### config.mk
export PLATFORM = sky130hd
export DESIGN_NAME = rv_hazard_ctrl
export DESIGN_NICKNAME = d
export VERILOG_FILES = /design/src/rtl/rv_hazard_ctrl.sv
export SDC_FILE = /design/constraint.sdc
export NUM_CORES = 1
export LEC_CHECK = 0
export BUFFER_PORTS_ARGS = -buffer_cell sky130_fd_sc_hd__clkbuf_2
export CELL_PAD_IN_SITES_DETAIL_PLACEMENT = 1
export CELL_PAD_IN_SITES_GLOBAL_PLACEMENT = 1
export CORE_ASPECT_RATIO = 1.75
export CORE_MARGIN = 8
export CORE_UTILIZATION = 37
export DETAILED_ROUTE_END_ITERATION = 10
export PLACE_DENSITY = 0.79
export SYNTH_ARGS = -nofsm -noshare
export SYNTH_HDL_FRONTEND = slang
export SYNTH_SLANG_ARGS = --single-unit
### constraint.sdc
create_clock -name i_clk -period 2.8 [get_ports i_clk]
set_input_delay 0.28 -clock i_clk [delete_from_list [all_inputs] [get_ports i_clk]]
set_output_delay 0.28 -clock i_clk [all_outputs]
set_load 0.02 [all_outputs]
### src/rtl/rv_hazard_ctrl.sv
// Hazard and bypass controller for the FlexRV32 pipeline.
// Resolves ALU1 operand bypass across NUM_BP later stages, detects load-use
// and long-latency (mul/div) read-after-write hazards for the instruction in
// decode, stretches redirect flushes over FLUSH_HOLD cycles and tracks the
// unsupported-instruction flag down to its commit point.
module rv_hazard_ctrl #(
   parameter int NUM_RS     = 2,
   parameter int NUM_BP     = 4,
   parameter int LOAD_READY = 1,
   parameter int MAX_PEND   = 4,
   parameter int FLUSH_HOLD = 1,
   parameter int INV_DEPTH  = 2
) (
   input  logic                     i_clk,
   input  logic                     i_reset,
   input  logic                     i_pc_change,
   input  logic                     i_decode_inst_sup,
   input  logic [NUM_RS*5-1:0]      i_decode_rs,
   input  logic [NUM_RS*5-1:0]      i_alu1_rs,
   input  logic [4:0]               i_alu1_rd,
   input  logic                     i_alu1_mem_rd,
   input  logic [NUM_BP*5-1:0]      i_bp_rd,
   input  logic [NUM_BP-1:0]        i_bp_reg_write,
   input  logic [NUM_BP-1:0]        i_bp_mem_rd,
   input  logic                     i_lat_issue,
   input  logic                     i_lat_done,
   input  logic [4:0]               i_lat_done_rd,
   output logic                     o_decode_flush,
   output logic                     o_decode_stall,
   output logic                     o_alu1_flush,
   output logic                     o_alu2_flush,
   output logic [NUM_RS*NUM_BP-1:0] o_bp_sel,
   output logic                     o_lat_full,
   output logic                     o_inv_inst
);

   localparam int CNT_W = $clog2(MAX_PEND + 1);
   localparam int FC_W  = (FLUSH_HOLD > 1) ? $clog2(FLUSH_HOLD) : 1;
   localparam logic [CNT_W-1:0] CNT_MAX = CNT_W'(MAX_PEND);
   localparam logic [FC_W-1:0]  FC_LOAD = FC_W'(FLUSH_HOLD - 1);

   // Scoreboard state: bit r set while a long-latency write to xr is in flight.
   // Bit 0 is kept permanently clear so x0 can never look pending.
   logic [31:0]      pend_q, pend_d;
   logic [CNT_W-1:0] cnt_q, cnt_d;
   logic [FC_W-1:0]  fcnt_q, fcnt_d;
   logic [INV_DEPTH-1:0] sup_q, sup_d;

   logic [NUM_RS*NUM_BP-1:0] bp_sel;
   logic [NUM_RS-1:0]        bp_taken;
   logic load_haz;
   logic sb_haz;
   logic full_raw;
   logic lat_accept;
   logic lat_retire;
   logic flush_active;
   logic decode_flush;
   logic decode_stall;
   logic stall_raw;

   // Load flags of stages at or past the load-ready point never stall decode.
   logic unused_mem_rd;
   assign unused_mem_rd = ^i_bp_mem_rd;

   // Priority bypass select: the youngest writing stage with a matching rd wins per port.
   always_comb begin
      bp_sel   = '0;
      bp_taken = '0;
      for (int k = 0; k < NUM_RS; k++) begin
         for (int s = 0; s < NUM_BP; s++) begin
            if (!bp_taken[k] && i_bp_reg_write[s] &&
                (i_alu1_rs[5*k +: 5] != 5'd0) &&
                (i_alu1_rs[5*k +: 5] == i_bp_rd[5*s +: 5])) begin
               bp_sel[NUM_BP*k + s] = 1'b1;
               bp_taken[k]          = 1'b1;
            end
         end
      end
   end

   // Decode-side hazards: loads whose data is not yet bypassable, and pending long-latency writes.
   always_comb begin
      load_haz = 1'b0;
      sb_haz   = 1'b0;
      for (int k = 0; k < NUM_RS; k++) begin
         if (i_decode_rs[5*k +: 5] != 5'd0) begin
            if (i_alu1_mem_rd && (i_decode_rs[5*k +: 5] == i_alu1_rd)) begin
               load_haz = 1'b1;
            end
            for (int s = 0; (s < LOAD_READY) && (s < NUM_BP); s++) begin
               if (i_bp_mem_rd[s] && (i_decode_rs[5*k +: 5] == i_bp_rd[5*s +: 5])) begin
                  load_haz = 1'b1;
               end
            end
            if (pend_q[i_decode_rs[5*k +: 5]]) begin
               sb_haz = 1'b1;
            end
         end
      end
   end

   assign full_raw   = (cnt_q == CNT_MAX);
   // A redirect squashes the op in ALU1, so its issue must not be recorded.
   assign lat_accept = i_lat_issue & ~i_pc_change & (i_alu1_rd != 5'd0) & ~full_raw;
   // Completions for registers not marked pending (e.g. issued before a reset) are ignored.
   assign lat_retire = i_lat_done & pend_q[i_lat_done_rd];

   // Scoreboard update: retire clears first so a same-rd issue leaves the bit set.
   always_comb begin
      pend_d = pend_q;
      if (lat_retire) begin
         pend_d[i_lat_done_rd] = 1'b0;
      end
      if (lat_accept) begin
         pend_d[i_alu1_rd] = 1'b1;
      end
      pend_d[0] = 1'b0;
      case ({lat_accept, lat_retire})
         2'b10:   cnt_d = cnt_q + CNT_W'(1);
         2'b01:   cnt_d = cnt_q - CNT_W'(1);
         default: cnt_d = cnt_q;
      endcase
   end

   // Flush hold counter: every redirect restarts the hold window.
   always_comb begin
      fcnt_d = fcnt_q;
      if (i_pc_change) begin
         fcnt_d = FC_LOAD;
      end else if (fcnt_q != '0) begin
         fcnt_d = fcnt_q - FC_W'(1);
      end
   end

   assign flush_active = i_pc_change | (fcnt_q != '0);
   assign stall_raw    = load_haz | sb_haz | (full_raw & i_lat_issue);
   // Flushing discards decode anyway, so a stall during flush would only waste a cycle.
   assign decode_flush = flush_active | i_reset;
   assign decode_stall = stall_raw & ~flush_active & ~i_reset;

   // Supported-instruction tracker: flush refills with valid, stall freezes the pipe.
   always_comb begin
      sup_d = sup_q;
      if (decode_flush) begin
         sup_d = '1;
      end else if (!decode_stall) begin
         sup_d[0] = i_decode_inst_sup;
         for (int i = 1; i < INV_DEPTH; i++) begin
            sup_d[i] = sup_q[i-1];
         end
      end
   end

   // State registers with synchronous reset; a reset discards all outstanding ops.
   always_ff @(posedge i_clk) begin
      if (i_reset) begin
         pend_q <= '0;
         cnt_q  <= '0;
         fcnt_q <= '0;
         sup_q  <= '1;
      end else begin
         pend_q <= pend_d;
         cnt_q  <= cnt_d;
         fcnt_q <= fcnt_d;
         sup_q  <= sup_d;
      end
   end

   assign o_decode_flush = decode_flush;
   assign o_decode_stall = decode_stall;
   assign o_alu1_flush   = decode_flush | decode_stall;
   assign o_alu2_flush   = i_pc_change | i_reset;
   assign o_bp_sel       = i_reset ? '0 : bp_sel;
   assign o_lat_full     = full_raw & ~i_reset;
   assign o_inv_inst     = ~sup_q[INV_DEPTH-1] & ~i_reset;

endmodule

==> metrics.yaml, run 1 <==
sta:
  hold_violations: 0
  rsz0062_at_grt: "yes"
  finalSetupViolations: 0
  min_period_ns: 2.73
  final.setup_skew_ns: 0.00481
  maxSlewViolCount: 0
  fmax_ghz: 0.366
  final_min_period_over_clock_period_pct: 97.6
  timing.max_slew.rel_slack_pct: 16.1
  max_slew.worst_pin.slew_ns: 1.25
logic_synthesis:
  synth_fp_nets: 469
  synth-edff-count: 0
  synth_top_cells_by_count: "47 x nand2_1, 39 x xnor2_1, 37 x dfxtp_1"
  post_synth_instance_area_um2: 3430
  synth-simple-area-share_pct: 21.5
  average_cell_area_after_synthesis_um2: 8.54
  yosys-top-cells-area: "dfxtp_1 22%, xnor2_1 9.9%, mux4_2 9.8%"
  synth.largest_area_cell: "dfxtp_1"
  post-synth-top-count-cell: "nand2_1"
  yosysSeqAreaShare_pct: 21.6
  area_fraction_of_the_dominant_cell_type_after_synthesis_pct: 21.6
  yosys.area_share.xor_xnor_pct: 15.8
  proportion_of_synthesized_flip_flops_having_asynchronous_set_or_reset_pct: 0
  synth_flop_cell: "dfxtp_1"
  yosysUniqueCellTypes: 49
  post_synth_inst_count: 402
  synth_adder_area_share_pct: 0.947
  postSynthRegisterBits: 37
  synth_compound_area_share_pct: 15.8
  synth_top_family_by_area: "simple AND/OR/NAND/NOR gates"
  synth_mux_area_share_pct: 18.6
  yosysWarningCount: 0
power:
  pwr_density_cell_nw_per_um2: 347
  power.static_leakage_uw: 0.00154
  power.share.clock_pct: 38.4
  intPower_uw: 1010
  power.combinational.fraction_pct: 24.4
  power.sequential.fraction_pct: 37.2
  ir_drop_mv: 0.204
  switching_share_pct: 30.0
  total_power_uw: 1450
  p_sw_uw: 435
setup_path:
  cp_data_arrival_time_ns: 2.45
  timing.critical_path.slowest_cell_delay_ns: 0.48
  rr_worst_depth: 12
  critical_path.max_fanout: 4
  end_kind: "output pin"
  worst_setup_path_start_kind: "flip-flop"
  timing.setup.critical_path_class: "reg2out"
  critical_path_data_required_time_ns: 2.52
  slowest_stage: "mux4_2"
  critPathMostFrequentCell: "mux4_2"
  critical_path.cell_chain: "mux4_2 -> mux4_2 -> mux2_4 -> a2111oi_4 -> nor2_1 -> buf_4"
clock_tree:
  htreeDepth: 2
  cts.root.buffer_cell: "clkbuf_16"
  cts_hold_repair.buffers: 0
  latest_clock_arrival_within_the_worst_skew_pair_ns: 0.29
  clock_tree_from_tritoncts: "built"
  cts_buffers: 5
  numClockSinks: 37
  clk_pin_slew_worst_paths_ns: 0.06
  clock_path_buffers: 2
  post_cts_setup_repair_buffer_count: 0
routing:
  first_pass_iters: 4
  ant_nets: 0
  drc_errors: 0
  routed_wire_length_per_instance_um: 22.4
  viasPerCell: 6.10
  vias: 3597
  final_wirelength_mm: 13.2
  drt_first_iter_violations: 153
global_routing:
  grt_first_pass_wirelength_mm: 20.1
  number_of_antenna_violations_at_the_first_check_in_global_routing: 0
  grt_max_degree: 46
  grt.total_usage_pct: 20.9
  via_count_of_the_first_global_routing_pass: 3868
  remaining_overflow_grt: 0
cells_and_area:
  final_nets: 536
  final_util_pct: 46.2
  sequential_cell_area_um2: 752
  drive_gt1_share_pct: 30.4
  area_growth_pct: 21.4
  stdcell_area_um2: 4170
  antenna_cells_inserted: 0
  multi_input_comb_area_um2: 2500
  stdcell_count: 590
  fill_cells: 1116
placement:
  detailedPlacementHpwl_mm: 10.6
  placement.cell_area_um2: 4010
  io_buffers: 75
  gp_congestion: 0.951
  place_inst: 582
floorplan:
  die-width_um: 88.8
  die_area_um2: 12700
  boundaryPins: 79
  starting_density_of_the_core_pct: 38.0
  fp-row-count: 46
  die-height_um: 143
  floorplan.core_area_um2: 9040
hold_path:
  min_path_cells: 3
  holdCritPathClass: "in2reg"
run:
  cap_violations: 0
outcome:
  run_status: "finished clean"
==> final timing paths <==
check	start	end	slack [ns]
hold reg to reg	pend_q[10]$_SDFF_PP0_	pend_q[10]$_SDFF_PP0_	0.52
setup / recovery	pend_q[23]$_SDFF_PP0_	o_decode_stall	0.07
hold / removal	i_decode_inst_sup	sup_q[0]$_SDFFE_PP1N_	0.27
setup reg to reg	pend_q[27]$_SDFF_PP0_	cnt_q[2]$_SDFFE_PP0P_	0.16
==> kinds of logic (layout without fill, tap and decap cells) <==
family,count (synthesis),in the layout
compound gates,79,79
xor+xnor,62,62
fa+ha+maj,2,2
buf+inv,49,117
flops,37,37
mux,33,33
other cells,1,1
simple gates,139,139
==> repair_timing <==
action                                 4_1_cts  5_1_grt
setup endpoints to repair                    2        3
pin swaps                                    1        1
resized for setup                            4       16
endpoints found under the hold margin        0        0
==> registers in the layout (all words and copies together) (netlist names) <==
signal and cells:
cnt_q 3, pend_q 31, sup_q 2, fcnt_q 1
==> metal layers <==
metal  track usage, %  vias to the layer above  part of all wire (%)
li1                 -                     1612                     -
met1             18.9                     1752                    33
met2             38.9                      176                    53
met3             4.46                       57                   7.5
met4             15.2                        0                   6.4
met5                0                        -                     0
==> critical path, delay by kind of cell, from the launching register on <==
family	cells	cell delay, ns
AO/OA/AOI/OAI	1	0.30
buffers and inverters	1	0.17
flip-flops	1	0.34
multiplexers	3	1.25
AND/OR/NAND/NOR	1	0.09
==> cells in the final DEF (no fill, tap or decap), types with 2 or more instances in the layout <==
cell	instances
nor3_1	9
buf_4	27
and2_1	4
or3_1	2
nand4_1	10
mux4_2	18
inv_1	7
nand2_1	47
nor4_1	6
clkinv_2	2
o21ai_0	8
a22oi_1	3
nor3b_1	11
dfxtp_2	6
xor2_1	23
nand3b_1	3
a22o_1	2
mux2i_1	8
mux4_1	4
clkbuf_2	72
or4_1	5
a311oi_1	24
clkbuf_16	5
and3b_1	4
nor2b_1	6
nor2_1	18
dfxtp_1	30
nor4b_1	2
nand3_1	4
and3_1	3
a21oi_1	34
xnor2_1	39
==> final cells by class <==
cell class / instances / area share [%]
clock buffers: 5 / 3.00
multi-input cells: 316 / 59.9
well taps: 120 / 3.60
repair buffers: 102 / 14.4
flip-flops and latches: 37 / 18.0
inverters: 7 / 0.630
clock inverters: 3 / 0.420
==> power by group through the flow <==
stage	clock, uW	combinational, uW	sequential (uW)
3_5_place_dp	0	351	550
5_1_grt	583	382	539
6_report	556	353	538
2_1_floorplan	0	216	548
4_1_cts	566	353	539
3_3_place_gp	0	339	550
==> through the flow <==
stage | worst slack (ns) | TNS (ns) | hold slack [ns]
final | 0.0679 | 0 | 0.267
after global routing | -0.0203 | -0.0326 | 0.293
after CTS | 0.000501 | 0 | 0.274
after detailed placement | -0.0846 | -0.115 | 0.503
after global placement | -0.0382 | -0.0382 | 0.482
after floorplan | 0.0433 | 0 | 0.447
Power figures use the tool's default switching activity.
==> inputs of run 2 (changes only) <==
==> config.mk (replaced) <==
export PLATFORM = sky130hd
export DESIGN_NAME = rv_hazard_ctrl
export DESIGN_NICKNAME = d
export VERILOG_FILES = /design/src/rtl/rv_hazard_ctrl.sv
export SDC_FILE = /design/constraint.sdc
export NUM_CORES = 1
export LEC_CHECK = 0
export CELL_PAD_IN_SITES_DETAIL_PLACEMENT = 1
export CELL_PAD_IN_SITES_GLOBAL_PLACEMENT = 1
export CORE_ASPECT_RATIO = 1.75
export CORE_MARGIN = 8
export CORE_UTILIZATION = 43
export DETAILED_ROUTE_END_ITERATION = 10
export DONT_BUFFER_PORTS = 1
export PLACE_DENSITY = 0.78
export SYNTH_ARGS = -nofsm -noshare
export SYNTH_HDL_FRONTEND = slang
export SYNTH_SLANG_ARGS = --single-unit
==> run 2 against run 1 <==
Effect of this change:
- utilization rose by 1.0 points
- sequential power is essentially flat
- sequential cell count unchanged
- global-route usage increased by 1.0 points
- final area shrank 11%
- wire length down 5.2%
- register-to-register slack worse by 0.11 ns
- critical path depth rose by 6
- first-iteration DRC count shrank 29%
- die area shrank 12%
- clock skew is 0.00097 ns lower
- non-clock buffer count is 80 lower
- largest power group unchanged
==> metrics.yaml, run 2 (synthesis results as in run 1) <==
outcome:
  run_status: "finished clean"
clock_tree:
  clock_path_buffers: 2  # unchanged
  cts_hold_repair.buffers: 0  # unchanged
  htreeDepth: 2  # unchanged
  cts.root.buffer_cell: "clkbuf_16"
  numClockSinks: 37  # unchanged
  cts_buffers: 5  # unchanged
  latest_clock_arrival_within_the_worst_skew_pair_ns: 0.29  # about the same
  clock_tree_from_tritoncts: "built"
  clk_pin_slew_worst_paths_ns: 0.06  # about the same
sta:
  worst_hold_slack_ns: 0.0644  # -0.203 ns
  max_slew.worst_pin.slew_ns: 1.35  # +0.0976 ns
  final.setup_skew_ns: 0.00384  # -0.000970 ns
  summed_negative_setup_slack_over_all_endpoints_ns: 0  # unchanged
  final_min_period_over_clock_period_pct: 98.2  # +0.62 points
  hold_violations: 0  # unchanged
  rsz0062_at_grt: "no"
  min_period_ns: 2.75  # +0.0175 ns
  finalSetupViolations: 0  # unchanged
  timing.max_slew.rel_slack_pct: 9.52  # -6.6 points
  fmax_ghz: 0.364  # -0.64%
  maxSlewViolCount: 0  # unchanged
floorplan:
  die-width_um: 83.6  # -5.9%
  die_area_um2: 11200  # -12%
  fp-row-count: 43  # -6.5%
  boundaryPins: 79  # unchanged
  starting_density_of_the_core_pct: 43.7  # +5.7 points
  die-height_um: 134  # -6.4%
  floorplan.core_area_um2: 7860  # -13%
run:
  cap_violations: 0  # unchanged
setup_path:
  cp_data_arrival_time_ns: 2.97  # +0.52 ns
  critical_path.max_fanout: 5  # +1
  end_kind: "flip-flop"
  timing.setup.critical_path_class: "reg2reg"
  worst_setup_path_start_kind: "flip-flop"
  critical_path_data_required_time_ns: 3.02  # +0.50 ns
  timing.reg2reg.setup_slack_ns: 0.05  # -0.11 ns
power:
  ir_drop_mv: 0.248  # +21%
  power.static_leakage_uw: 0.00122  # -21%
  pwr_density_cell_nw_per_um2: 356  # +2.7%
routing:
  final_wirelength_mm: 12.5  # -5.2%
  highest_layer: "met4"
  first_pass_iters: 4  # unchanged
  viasPerCell: 6.74  # +11%
  total_met2_wirelength_after_detailed_routing_mm: 6.86  # -2.0%
  drt_first_iter_violations: 108  # -29%
  route.layer.met1.wl_mm: 4.03  # -7.6%
  dr_wl_met3_mm: 1.13  # +15%
  ant_nets: 0  # unchanged
  vias: 3230  # -10%
  routed_wire_length_per_instance_um: 26.1  # +17%
  drc_errors: 0  # unchanged
global_routing:
  remaining_overflow_grt: 0  # unchanged
  via_count_of_the_first_global_routing_pass: 3582  # -7.4%
  grt_max_degree: 47  # +2.2%
  grt_first_pass_wirelength_mm: 19.4  # -3.5%
  number_of_antenna_violations_at_the_first_check_in_global_routing: 0  # unchanged
  grt.total_usage_pct: 21.9  # +1.0 points
cells_and_area:
  final_util_pct: 47.2  # +1.0 points
  area_growth_pct: 7.87
  biggestRegsByFlops: "pend_q (31), cnt_q (3), sup_q (2)"
  largest_reg_flops: 31  # unchanged
  mostFrequentLayoutCell: "nand2_1"
  antenna_cells_inserted: 0  # unchanged
  fill_cells: 943  # -16%
  regMostFlops: "pend_q"
  final_nets: 456  # -15%
  most-common-layout-cells: "47 x nand2_1, 39 x xnor2_1, 37 x dfxtp_1, 34 x a21oi_1, 24 x a311oi_1"
  drive_gt1_share_pct: 13.6  # -17 points
  stdcell_area_um2: 3700  # -11%
placement:
  gp_congestion: 0.824  # -13%
  io_buffers: 0  # -100%
  placement.cell_area_um2: 3540  # -12%
  detailedPlacementHpwl_mm: 9.48  # -10%
hold_path:
  holdCritPathClass: "in2reg"
[run 2: final cells by class]
type                            count  area, um^2  area share (%)
Clock buffer                        7         143            3.85
Multi-Input combinational cell    316        2520            67.9
Inverter                            7        26.3           0.709
Timing Repair Buffer               22         165            4.46
Sequential cell                    37         741            20.0
Tap cell                           90         113            3.04
[run 2: routing by layer]
layer	GRT usage [%]	vias to the layer above
met5	0	-
met4	13.3	0
met2	41.7	135
met1	18.8	1607
li1	-	1453
met3	7.53	35
[run 2: path summary, 6_finish.rpt]
path | startpoint | endpoint | cells after the start
min reg2reg | pend_q[14]$_SDFF_PP0_ | pend_q[14]$_SDFF_PP0_ | 2
max | pend_q[26]$_SDFF_PP0_ | cnt_q[2]$_SDFFE_PP0P_ | 12
max reg2reg | pend_q[26]$_SDFF_PP0_ | cnt_q[2]$_SDFFE_PP0P_ | 12
min | i_reset | cnt_q[0]$_SDFFE_PP0P_ | 1
[run 2: power breakdown]
part / internal (uW) / total (uW) / switching, uW
Sequential: 533 / 538 / 5.28
Combinational: 115 / 206 / 90.7
Clock: 350 / 576 / 226
[run 2: critical path, stage by stage, from the launching register on]
cell and delay, ns:
dfxtp_1 0.33, mux4_2 0.49, a22oi_2 0.25, nand2_1 0.10, o31ai_2 0.21, buf_4 0.19, inv_1 0.05, ha_1 0.21
inv_1 0.09, fa_1 0.20, xor2_1 0.08, or3_1 0.32, a21oi_1 0.15
[run 2: repair_timing]
item	4_1_cts	5_1_grt
resized for setup	2	1
pin swaps	1	0
setup endpoints to repair	3	1
buffers inserted	1	0
[run 2: through the flow]
stage | instances | worst slack (ns) | power (uW)
after CTS | 479 | 0.0589 | 1320
after detailed placement | 471 | 0.0290 | 751
after global placement | 471 | 0.146 | 741
after floorplan | 402 | 0.0433 | 764
after global routing | 479 | 0.00420 | 1360
final | 479 | 0.0504 | 1320
==> inputs of run 3 (changes only) <==
--- a/config.mk
+++ b/config.mk
@@ -8,7 +8,6 @@
 export CELL_PAD_IN_SITES_DETAIL_PLACEMENT = 1
 export CELL_PAD_IN_SITES_GLOBAL_PLACEMENT = 1
 export CORE_ASPECT_RATIO = 1.75
-export CORE_MARGIN = 8
 export CORE_UTILIZATION = 43
 export DETAILED_ROUTE_END_ITERATION = 10
 export DONT_BUFFER_PORTS = 1
==> run 3 against run 2 <==
Effect of this change:
- combinational power fell by 4%
- sequential cell count did not move
- highest routed layer unchanged
- largest power group unchanged
- total power fell by 2.4%
- sequential share of layout area rose by 0.26 points
- sequential power barely moved
- largest cell class unchanged
- via count fell by 1.6%
==> metrics.yaml, run 3 (synthesis results as in run 1) <==
outcome:
  run_status: "finished clean"
cells_and_area:
  fill_cells: 904  # -4.1%
  biggestRegsByFlops: "pend_q (31), cnt_q (3), sup_q (2)"
  mostFrequentLayoutCell: "nand2_1"
  area_growth_pct: 7.36
  stdcell_area_um2: 3690  # -0.47%
  largest_reg_flops: 31  # unchanged
  drive_gt1_share_pct: 15.2  # +1.5 points
  final_util_pct: 48.1  # +0.89 points
  antenna_cells_inserted: 0  # unchanged
  most-common-layout-cells: "47 x nand2_1, 39 x xnor2_1, 34 x a21oi_1, 32 x dfxtp_1, 24 x a311oi_1"
  regMostFlops: "pend_q"
  final_nets: 455  # -0.22%
global_routing:
  number_of_antenna_violations_at_the_first_check_in_global_routing: 0  # unchanged
  via_count_of_the_first_global_routing_pass: 3483  # -2.8%
  grt_first_pass_wirelength_mm: 17.8  # -8.4%
  grt_max_degree: 47  # unchanged
  remaining_overflow_grt: 0  # unchanged
  grt.total_usage_pct: 27.8  # +5.9 points
power:
  power.static_leakage_uw: 0.00120  # -1.9%
  ir_drop_mv: 0.327  # +32%
  pwr_density_cell_nw_per_um2: 349  # -1.9%
setup_path:
  timing.critical_path.slowest_cell_delay_ns: 0.49  # about the same
  critPathMostFrequentCell: "mux4_2"
  end_kind: "output pin"
  cp_data_arrival_time_ns: 2.44  # -0.53 ns
  timing.setup.critical_path_class: "reg2out"
  critical_path_data_required_time_ns: 2.52  # -0.50 ns
  critical_path.cell_chain: "mux4_2 -> mux4_2 -> mux2_4 -> a2111oi_4 -> nand2b_1"
  critical_path.max_fanout: 4  # -1
  slowest_stage: "mux4_2"
  worst_setup_path_start_kind: "flip-flop"
placement:
  detailedPlacementHpwl_mm: 8.51  # -10%
  pre_cts_slack_ns: 0.0416  # +0.0126 ns
  gp_congestion: 0.836  # +1.5%
  io_buffers: 0  # unchanged
  placement.cell_area_um2: 3540  # about the same
routing:
  routed_wire_length_per_instance_um: 23.5  # -9.8%
  first_pass_iters: 4  # unchanged
  drt_first_iter_violations: 108  # unchanged
  ant_nets: 0  # unchanged
  drc_errors: 0  # unchanged
  final_wirelength_mm: 11.2  # -10%
  vias: 3178  # -1.6%
  viasPerCell: 6.66  # -1.2%
clock_tree:
  cts_hold_repair.buffers: 0  # unchanged
  clk_pin_slew_worst_paths_ns: 0.06  # about the same
  clock_path_buffers: 2  # unchanged
  clock_tree_from_tritoncts: "built"
  cts.root.buffer_cell: "clkbuf_16"
  latest_clock_arrival_within_the_worst_skew_pair_ns: 0.29  # about the same
  htreeDepth: 2  # unchanged
  cts_buffers: 5  # unchanged
  numClockSinks: 37  # unchanged
sta:
  min_period_ns: 2.72  # -0.0277 ns
  final.setup_skew_ns: 0.00564  # +0.00180 ns
  hold_violations: 0  # unchanged
  rsz0062_at_grt: "no"
  worst_slack_ns: 0.0781  # +0.0277 ns
  final_min_period_over_clock_period_pct: 97.2  # -0.99 points
  finalSetupViolations: 0  # unchanged
  fmax_ghz: 0.367  # +1.0%
  max_slew.worst_pin.slew_ns: 1.21  # -0.140 ns
  timing.max_slew.rel_slack_pct: 18.9  # +9.4 points
  summed_negative_setup_slack_over_all_endpoints_ns: 0  # unchanged
  maxSlewViolCount: 0  # unchanged
run:
  cap_violations: 0  # unchanged
floorplan:
  floorplan.core_area_um2: 7670  # -2.3%
  starting_density_of_the_core_pct: 44.8  # +1.0 points
  die-height_um: 120  # -10%
  die_area_um2: 8360  # -25%
  boundaryPins: 79  # unchanged
  fp-row-count: 42  # -2.3%
  die-width_um: 69.6  # -17%
hold_path:
  holdCritPathClass: "in2reg"
==> run 3: cell types whose count changed in the layout (fill, tap and decap cells not counted) <==
cell,previous run,this run
a22oi_1,2,3
nand2b_2,1,0
a22oi_2,1,0
clkbuf_8,1,0
nand2b_1,0,1
buf_4,22,21
dfxtp_1,37,32
clkinv_2,0,2
o31ai_2,1,0
mux4_1,7,4
mux4_2,15,18
o31ai_4,0,1
dfxtp_2,0,5
==> run 3: area by class of cell <==
| cell class | count | area (um^2) | share of cell area, % |
|---|---|---|---|
| clock buffer | 6 | 129 | 3.50 |
| clock inverter | 2 | 10.0 | 0.271 |
| inverter | 7 | 26.3 | 0.713 |
| multi-input combinational | 316 | 2510 | 68.0 |
| sequential | 37 | 747 | 20.3 |
| tap | 88 | 110 | 2.99 |
| timing repair buffer | 21 | 158 | 4.28 |
==> run 3: power breakdown <==
group	switching [uW]	internal, uW
clock	225	327
combinational	84.9	113
sequential	5.44	533
==> run 3: timing repair <==
item	in CTS	in global routing
pin swaps	1	0
hold endpoints to repair	0	0
gates resized for setup	0	10
setup buffers	0	0
endpoints found under the setup margin	2	3
==> run 3: path summary, 6_finish.rpt <==
kind | startpoint | end | slack (ns) | depth (start not counted)
worst max register to register | pend_q[26]$_SDFF_PP0_ | cnt_q[2]$_SDFFE_PP0P_ | 0.11 | 12
worst min register to register | sup_q[0]$_SDFFE_PP1N_ | sup_q[0]$_SDFFE_PP1N_ | 0.50 | 2
worst min-delay path | i_reset | pend_q[17]$_SDFF_PP0_ | 0.06 | 1
worst max-delay path | pend_q[7]$_SDFF_PP0_ | o_alu1_flush | 0.08 | 5
==> run 3: per-stage QoR <==
step,total power [uW],hold slack [ns],std cells
global placement,738,0.354,469
global route,1340,0.0518,477
CTS,1300,0.0533,477
floorplan,764,0.447,402
detailed placement,746,0.356,469
finish,1290,0.0600,477
==> run 3: worst max-delay path, delay by kind of cell, from the launching register on <==
family | cells | cell delay [ns]
simple gates | 1 | 0.24
flops | 1 | 0.33
compound gates | 1 | 0.32
mux | 3 | 1.25
==> run 3: metal layers <==
metal	up-vias	part of all wire, %	track usage [%]
met3	32	6.9	6.58
met2	141	55	51.0
met1	1556	34	27.5
li1	1449	-	-
met5	-	0	0
met4	0	4.0	17.7
